$ cat config.mk
export PLATFORM = sky130hd
export DESIGN_NAME = regfile_write_arbiter
export DESIGN_NICKNAME = d
export VERILOG_FILES = /design/src/rtl/regfile_write_arbiter.sv
export SDC_FILE = /design/constraint.sdc
export NUM_CORES = 1
export LEC_CHECK = 0
export CORE_UTILIZATION = 36
export DETAILED_ROUTE_END_ITERATION = 16
export PLACE_DENSITY = 0.77
export SLEW_MARGIN = 20
export SYNTH_ARGS = -nofsm -noshare
export SYNTH_HDL_FRONTEND = slang
export SYNTH_SLANG_ARGS = --single-unit
$ cat constraint.sdc
create_clock -name clock -period 3.5 [get_ports clock]
set_input_delay 1.05 -clock clock [delete_from_list [all_inputs] [get_ports clock]]
set_output_delay 1.05 -clock clock [all_outputs]
set_load 0.02 [all_outputs]
$ cat src/rtl/regfile_write_arbiter.sv
// Write-port arbiter for the register file: fixed-priority writeback with starvation override,
// round-robin among the other requesters, and a sequenced bulk clear of r1..r31.
module regfile_write_arbiter #(
  parameter int NUM_REQ    = 3,
  parameter int STARVE_MAX = 8
) (
  input  logic                    clock,
  input  logic                    ctrl_reset,
  input  logic [NUM_REQ-1:0]      req_valid,
  input  logic [5*NUM_REQ-1:0]    req_reg,
  input  logic [32*NUM_REQ-1:0]   req_data,
  output logic [NUM_REQ-1:0]      req_ready,
  input  logic                    clear_start,
  output logic                    clear_busy,
  output logic                    ctrl_writeEnable,
  output logic [4:0]              ctrl_writeReg,
  output logic [31:0]             data_writeReg,
  output logic [7:0]              drop_count
);

  typedef enum logic {S_IDLE, S_CLEAR} state_t;

  state_t       r_state, w_state_nxt;
  logic [2:0]   r_rr_ptr;
  logic [7:0]   r_starve_cnt;
  logic [4:0]   r_clear_cnt;
  logic [7:0]   r_drop_count;
  logic         r_we;
  logic [4:0]   r_wreg;
  logic [31:0]  r_wdata;

  logic [7:0]          w_valid_pad;
  logic                w_lp_any;
  logic [2:0]          w_idx;
  logic                w_rr_found;
  logic [2:0]          w_rr_idx;
  logic                w_gvalid;
  logic [2:0]          w_gidx;
  logic [NUM_REQ-1:0]  w_grant;
  logic [4:0]          w_sel_reg;
  logic [31:0]         w_sel_data;

  assign w_valid_pad = 8'(req_valid);
  assign w_lp_any    = |req_valid[NUM_REQ-1:1];

  // NOTE: every signal driven here gets a default first, so no path leaves it unassigned (no latch).
  always_comb begin
    w_idx       = '0;
    w_rr_found  = 1'b0;
    w_rr_idx    = 3'd1;
    w_gvalid    = 1'b0;
    w_gidx      = '0;
    w_state_nxt = r_state;

    // Round-robin search starts at rr_ptr and wraps within 1..NUM_REQ-1, never touching 0.
    for (int k = 0; k < NUM_REQ - 1; k++) begin
      w_idx = 3'(((int'(r_rr_ptr) - 1 + k) % (NUM_REQ - 1)) + 1);
      if (!w_rr_found && w_valid_pad[w_idx]) begin
        w_rr_found = 1'b1;
        w_rr_idx   = w_idx;
      end
    end

    case (r_state)
      S_IDLE: begin
        if (r_starve_cnt >= 8'(STARVE_MAX) && w_lp_any) begin
          w_gvalid = 1'b1;
          w_gidx   = w_rr_idx;
        end else if (req_valid[0]) begin
          w_gvalid = 1'b1;
          w_gidx   = '0;
        end else if (w_rr_found) begin
          w_gvalid = 1'b1;
          w_gidx   = w_rr_idx;
        end
        if (clear_start) w_state_nxt = S_CLEAR;
      end
      S_CLEAR: begin
        if (r_clear_cnt == 5'd31) w_state_nxt = S_IDLE;
      end
      default: w_state_nxt = S_IDLE;
    endcase
  end

  assign w_grant    = w_gvalid ? (NUM_REQ'(1) << w_gidx) : '0;
  assign w_sel_reg  = req_reg[5*int'(w_gidx) +: 5];
  assign w_sel_data = req_data[32*int'(w_gidx) +: 32];

  // NOTE: state updates use non-blocking assignments so all registers sample the same pre-edge values.
  always_ff @(posedge clock or negedge ctrl_reset) begin
    if (!ctrl_reset) r_state <= S_IDLE;
    else             r_state <= w_state_nxt;
  end

  always_ff @(posedge clock or negedge ctrl_reset) begin
    if (!ctrl_reset) begin
      r_rr_ptr     <= 3'd1;
      r_starve_cnt <= '0;
      r_clear_cnt  <= '0;
      r_drop_count <= '0;
      r_we         <= 1'b0;
      r_wreg       <= '0;
      r_wdata      <= '0;
    end else begin
      r_we <= 1'b0;
      if (r_state == S_CLEAR) begin
        r_we        <= 1'b1;
        r_wreg      <= r_clear_cnt;
        r_wdata     <= '0;
        r_clear_cnt <= (r_clear_cnt == 5'd31) ? 5'd0 : r_clear_cnt + 5'd1;
      end else begin
        if (w_gvalid) begin
          if (w_sel_reg != 5'd0) begin
            r_we    <= 1'b1;
            r_wreg  <= w_sel_reg;
            r_wdata <= w_sel_data;
          end else if (r_drop_count != 8'hFF) begin
            r_drop_count <= r_drop_count + 8'd1;
          end
          if (w_gidx != 3'd0)
            r_rr_ptr <= (w_gidx == 3'(NUM_REQ - 1)) ? 3'd1 : w_gidx + 3'd1;
        end
        // Starvation only accrues while writeback wins over a waiting low-priority requester.
        if (w_gvalid && w_gidx == 3'd0 && w_lp_any) begin
          if (r_starve_cnt != 8'hFF) r_starve_cnt <= r_starve_cnt + 8'd1;
        end else if ((w_gvalid && w_gidx != 3'd0) || !w_lp_any) begin
          r_starve_cnt <= '0;
        end
        if (clear_start) r_clear_cnt <= 5'd1;
      end
    end
  end

  assign req_ready        = ctrl_reset ? w_grant : '0;
  assign clear_busy       = (r_state == S_CLEAR);
  assign ctrl_writeEnable = r_we;
  assign ctrl_writeReg    = r_wreg;
  assign data_writeReg    = r_wdata;
  assign drop_count       = r_drop_count;

endmodule
==> qor.csv, run 1 <==
stage,metric,value,unit
outcome,status,finished clean,
clock_network,cts_tree,built,
worst_hold_path,hold_depth,1,
routing,drc_errors,0,
placed_design,place_hpwl,7.53,mm
timing,slew_viol_final,0,
global_route,grt_pass1_wl,16.8,mm
placed_design,pre_cts_slack,-0.751,ns
routing,vias,3368,
critical_path,cp_data_required_time,2.45,ns
synth,synth_edf_count,0,
floorplan,core_area,8720,µm²
pwr,p_leak,2.34,nW
finish,fin_nets,600,
routing,avgViaCountPerCell,5.70,
synth,avgSynthCellArea,11.1,µm²
synth,ys_ff_latch,63,
floorplan,start_util,37.0,%
pwr,irDropWorstVdd,0.000208,V
worst_hold_path,worstHoldStart,data_writeReg[28],
timing,fin_skew,0.0124,ns
synth,yosys-top-cells-area,"dfrtp_1 (48%), a222oi_1 (11%), o2bb2ai_1 (8.7%)",
pwr,powerDensity,543,nW/µm²
clock_network,htree_levels,3,
placed_design,gp_congestion,0.872,
synth,syn_nets,414,
synth,ys.flop_type,dfrtp_1,
synth,yosysTopAreaCellShare,48.1,%
critical_path,reg2reg_slack,0.80,ns
critical_path,crit_path_top_delay_cell,or4_4,
synth,synth.most_common_cell,dfrtp_1,
critical_path,end_kind,output port,
routing,ant_nets,0,
global_route,antenna_found_initial,0,
finish,layout-drive-gt1-share,13.3,%
timing,finalSetupTns,0,ns
timing,hold_ws,0.490,ns
synth,synth_cells,292,
timing,max_freq,286,MHz
critical_path,cp_max_fo,3,
critical_path,start_kind,primary input,
timing,hold_viol,0,
synth,ys_seq_area_share,48.9,%
finish,diodes,0,
critical_path,r2r-end,data_writeReg[23],
critical_path,arrival,2.45,ns
routing,wire_per_inst,17.6,µm
critical_path,slowest_delay,0.45,ns
floorplan,row_count,34,
routing,routed_wl,10.4,mm
synth,yosysTopAreaCell,dfrtp_1,
critical_path,reg2reg_from,r_starve_cnt[4],
critical_path,r2r_cells,10,
flow_run,cap_violations,0,
worst_hold_path,worst_hold_path_type,flip-flop to flip-flop,
timing,timing.final.crit_share,99.9,%
placed_design,port_buffers,166,
finish,num-fill-cells,695,
timing,max-slew-margin-rel,50.8,%
critical_path,criticalPathCategory,primary input to output port,
clock_network,clock_path_buffers,2,
timing,finalSetupViolations,0,
clock_network,root_buffer,clkbuf_8,
worst_hold_path,hold_end,data_writeReg[28],
synth,synthArstFlopShare,100,%
clock_network,cts-buffers-inserted,9,
floorplan,ios,167,
global_route,gr-total-overflow,0,
synth,ys_warn_count,0,
synth,syn_area,3230,µm²
timing,worst_pin_slew,0.733,ns
floorplan,die_x,96.7,µm
timing,layout_min_cycle_time,3.50,ns
floorplan,fp.dieArea,9350,µm²
floorplan,die_y,96.7,µm
routing,drt_first_iter_violations,284,
synth,netlist_top_cells_count,"dfrtp_1 (62), a222oi_1 (35), o2bb2ai_1 (32)",
global_route,grtUsageTotal,22.9,%
finish,area_growth,68.8,%
timing,rsz0062_at_grt,true,
routing,firstDrtPassIters,8,
global_route,grt_pass1_vias,3486,
synth,synth_cell_types,50,
global_route,grt_max_degree,42,
clock_network,cts_sinks,63,
critical_path,path_cells,"clkdlybuf4s15_2, or4_4, a211oi_4, buf_4, nor3_4, and2_4, buf_6",
clock_network,clock_latency,0.35,ns
clock_network,cts.reportedPaths.clkPinSlew,0.06,ns
timing,fin_ws,0.00341,ns
worst max-delay path: cells and delay by family:
| kind | cells | cell delay, ns |
|---|---|---|
| AO/OA/AOI/OAI | 1 | 0.21 |
| buffers and inverters | 3 | 0.53 |
| AND/OR/NAND/NOR | 3 | 0.66 |
cells in the final DEF, fill, tap and decap left out, types with 2 or more instances in the layout:
cell and count:
buf_2 2, a21o_1 2, and2_4 2, a22oi_1 3, clkbuf_8 11, nor2b_1 3, nor2_1 20, nand3_1 6
or4_1 2, a2bb2oi_1 3, a21oi_1 2, buf_4 24, o2bb2ai_1 32, xnor2_1 6, a22o_1 4, xor2_1 6
clkbuf_1 2, a221o_1 2, ha_1 5, o31ai_1 3, dlygate4sd2_1 2, or3_1 2, buf_12 2, dfrtp_1 62
or4_4 2, buf_6 3, nand4_1 4, and3_1 7, nand2_1 11, clkdlybuf4s50_1 159, inv_1 6, a31oi_1 2
nand2b_1 6, bufinv_16 2, a222oi_1 35, o21ai_0 10, nor3_1 3
power by group:
group          switching, W  leakage, nW  internal, W
sequential         0.000130        0.841     0.000888
clock              0.000279        0.114     0.000440
combinational      0.000604         1.38     0.000615
cell type report:
type                    count  area, µm²  share of cell area, %
repair buffers            193       1880                   34.6
multi-input cells         205       1600                   29.4
flip-flops and latches     63       1580                   29.0
clock buffers              13        159                   2.92
well taps                 108        135                   2.48
clock inverters             3       65.1                   1.19
inverters                   6       22.5                  0.413
metal layers:
layer	GRT usage [%]	vias to the layer above	part of all wire (%)
met5	0	-	0
met4	9.30	0	2.0
met3	7.08	22	7.8
met2	38.0	164	49
met1	27.5	1627	41
li1	-	1555	-
logic make-up after synthesis:
| logic type | synth area share (%) |
|---|---|
| XOR/XNOR | 3.26 |
| flip-flops | 48.9 |
| AND/OR/NAND/NOR | 12.3 |
| multiplexers | 1.12 |
| buffers and inverters | 2.98 |
| AO/OA/AOI/OAI | 29.5 |
| adder cells (fa/ha/maj) | 1.94 |
state kept, by name, summed over array words and instances, names as in the netlist:
| register | count |
|---|---|
| r_rr_ptr | 3 |
| clear_busy | 1 |
| ctrl_writeEnable | 1 |
| r_clear_cnt | 5 |
| drop_count | 8 |
| ctrl_writeReg | 5 |
| r_starve_cnt | 8 |
| data_writeReg | 32 |
how the worst max path moves through the flow:
stage | from | end | slack [ns] | cells after the start
after floorplan | req_valid[1] | req_ready[0] | -0.02 | 6
after global placement | req_valid[1] | req_ready[2] | -0.74 | 6
after detailed placement | req_valid[1] | req_ready[2] | -0.75 | 6
after CTS | req_valid[1] | req_ready[1] | 0.01 | 6
after global routing | req_valid[1] | req_ready[1] | -0.02 | 7
final | req_valid[1] | req_ready[1] | 0.003 | 7
what timing repair did:
action | 4_1_cts | 5_1_grt
setup buffers | 2 | 1
setup endpoints to repair | 3 | 2
hold buffers | 0 | 0
endpoints found under the hold margin | 0 | 0
resized for setup | 30 | 1
pin swaps | 3 | 2
stage by stage:
stage               utilization (%)  power, W  instance area (µm²)  instances
finish                         62.5   0.00296                 5450        591
global route                   62.5   0.00313                 5450        591
CTS                            62.3   0.00296                 5440        590
detailed placement             59.2   0.00220                 5160        572
global placement               59.2   0.00217                 5160        572
floorplan                         -   0.00161                 3240        292
(Power assumes the default switching activity.)
==> inputs of run 2 (changes only) <==
- HOLD_SLACK_MARGIN: not set -> 0.02
==> results of run 2 <==
No change in the layout: final DEF, timing and power equal those of run 1.
==> inputs of run 3 (changes only) <==
- GPL_TIMING_DRIVEN: not set -> 0
==> run 3 against run 2 <==
The run now ends with negative setup slack left; core utilization fell by 1.2 points; combinational power fell by 6%; register-to-register slack got worse by 0.23 ns; die area did not move; final area fell by 1.9%; cell count fell by 0.68%; critical path depth did not move; first-iteration DRC count fell by 3.5%; largest power group unchanged; highest routed layer unchanged.
==> qor.csv, run 3 (same netlist as run 1, synthesis figures left out) <==
stage,metric,value,unit,change
clock_network,htree_levels,3,,unchanged
pwr,powerDensity,539,nW/µm²,-0.72%
clock_network,clock_latency,0.34,ns,about the same
pwr,internal_power,0.00187,W,-3.8%
global_route,met2_usage,36.2,%,-1.8 points
floorplan,start_util,37.0,%,unchanged
timing,rsz0062_at_grt,true,,
finish,finalInstanceArea,5340,µm²,-1.9%
critical_path,arrival,2.47,ns,+0.02 ns
pwr,p_seq_share,35.3,%,+0.8 points
floorplan,row_count,34,,unchanged
floorplan,die_y,96.7,µm,unchanged
routing,ant_nets,0,,unchanged
pwr,p_leak,2.27,nW,-2.9%
critical_path,slowest_delay,0.45,ns,about the same
timing,slew_viol_final,0,,unchanged
routing,routed_wl,10.2,mm,-1.6%
critical_path,cp_num_buf_inv,3,,unchanged
critical_path,cp_max_fo,6,,+3
clock_network,cts.reportedPaths.clkPinSlew,0.07,ns,about the same
clock_network,cts-buffers-inserted,9,,unchanged
critical_path,start_kind,primary input,,
global_route,gr-total-overflow,0,,unchanged
placed_design,port_buffers,166,,unchanged
timing,max-slew-margin-rel,31.4,%,-19 points
finish,fin_nets,596,,-0.67%
finish,diodes,0,,unchanged
placed_design,gp_congestion,0.842,,-3.4%
pwr,irDropWorstVdd,0.000245,V,+18%
global_route,grt.busiest_layer,met2,,
routing,avgViaCountPerCell,5.68,,-0.28%
clock_network,clock_path_buffers,2,,unchanged
finish,area_growth,65.5,%,
critical_path,cp_common_cell,buf_2,,
timing,fin_ws,-0.0181,ns,-0.0215 ns
timing,worst_pin_slew,1.02,ns,+0.288 ns
clock_network,cts_sinks,63,,unchanged
finish,final_common_cell,clkdlybuf4s50_1,,
pwr,swShare,35.1,%,+0.82 points
global_route,gr-usage-met3,4.84,%,-2.2 points
global_route,antenna_found_initial,0,,unchanged
pwr,p_comb_share,39.8,%,-1.4 points
timing,timing.final.crit_share,101,%,+0.61 points
timing,layout_min_cycle_time,3.52,ns,+0.0215 ns
outcome,violations,negative setup slack,,
placed_design,place_area,5050,µm²,-2.2%
routing,vias,3336,,-0.95%
global_route,grtUsageTotal,22.0,%,-0.89 points
placed_design,pre_cts_slack,-1.40,ns,-0.646 ns
floorplan,ios,167,,unchanged
finish,layout-drive-gt1-share,10.6,%,-2.6 points
placed_design,place_hpwl,7.71,mm,+2.3%
clock_network,root_buffer,clkbuf_8,,
floorplan,die_x,96.7,µm,unchanged
global_route,grt_pass1_wl,16.6,mm,-1.7%
timing,max_freq,284,MHz,-0.61%
worst_hold_path,worst_hold_path_type,flip-flop to flip-flop,,
finish,largest_reg_flops,32,,unchanged
routing,drc_errors,0,,unchanged
pwr,p_sw,0.00101,W,-0.29%
global_route,grt_pass1_vias,3449,,-1.1%
floorplan,fp.dieArea,9350,µm²,unchanged
flow_run,cap_violations,0,,unchanged
global_route,grt_use_met1,27.8,%,+0.24 points
timing,hold_ws,0.490,ns,-0.000279 ns
routing,firstDrtPassIters,8,,unchanged
timing,hold_viol,0,,unchanged
critical_path,path_delay_family,simple AND/OR/NAND/NOR gates,,
critical_path,criticalPathCategory,primary input to output port,,
routing,wire_per_inst,17.4,µm,-0.95%
floorplan,core_area,8720,µm²,unchanged
critical_path,crit_path_top_delay_cell,or4_4,,
pwr,clkPwrFrac,25.0,%,+0.7 points
timing,finalSetupViolations,1,,+1
critical_path,cp_data_required_time,2.45,ns,about the same
outcome,status,"complete, but fails checks",,
critical_path,path_cells,"buf_2, or4_4, a211oi_4, buf_6, nor2_4, and2_1, buf_2",,
critical_path,end_kind,output port,,
timing,fin_skew,0.0125,ns,+0.000158 ns
global_route,grt_max_degree,35,,-17%
finish,most-common-layout-cells,"clkdlybuf4s50_1 (159), dfrtp_1 (62), a222oi_1 (35)",,
routing,drt_first_iter_violations,274,,-3.5%
clock_network,cts_tree,built,,
run 3: path summary, 6_finish.rpt:
kind	slack [ns]	from	endpoint	depth (start not counted)
worst max register to register	0.57	r_starve_cnt[4]	data_writeReg[31]	9
worst min-delay path	0.49	data_writeReg[29]	data_writeReg[29]	1
worst min register to register	0.49	data_writeReg[29]	data_writeReg[29]	1
min in group asynchronous	0.64	ctrl_reset	drop_count[2]	1
worst max-delay path	-0.02	req_valid[1]	req_ready[2]	7
max in group asynchronous	2.34	ctrl_reset	data_writeReg[1]	2
run 3: power by group through the flow:
stage	registers, W	logic [W]	clock network (W)
finish	0.00101	0.00115	0.000719
global route	0.00103	0.00125	0.000764
CTS	0.00101	0.00115	0.000731
detailed placement	0.00102	0.00111	0
global placement	0.00102	0.00108	0
floorplan	0.00112	0.000482	0
run 3: metal layers:
layer  wire [µm]  vias up
met5           0        -
met4         201        0
met3         644       18
met2        5050      133
met1        4310     1636
li1            -     1549
run 3: stage by stage:
stage / std cells / setup TNS, ns / util [%] / power (W)
floorplan: 292 / -0.0157 / - / 0.00161
global placement: 566 / -59.93 / 57.7 / 0.00210
detailed placement: 567 / -15.72 / 57.9 / 0.00213
CTS: 587 / -0.0148 / 61.3 / 0.00289
global route: 587 / -0.116 / 61.3 / 0.00305
finish: 587 / -0.0181 / 61.3 / 0.00288
run 3: repair_timing:
item	CTS	global route
pin swaps	5	2
setup endpoints to repair	4	3
buffers inserted	7	0
hold buffers	0	0
gates resized for setup	30	0
cloned	0	0
hold endpoints to repair	0	0
run 3: cell type report:
type	count	area, µm²
multi-input combinational	205	1590
inverter	6	22.5
clock buffer	10	138
sequential	63	1580
timing repair buffer	174	1720
fill	698	3380
buffer	15	77.6
clock inverter	6	92.6
tap	108	135
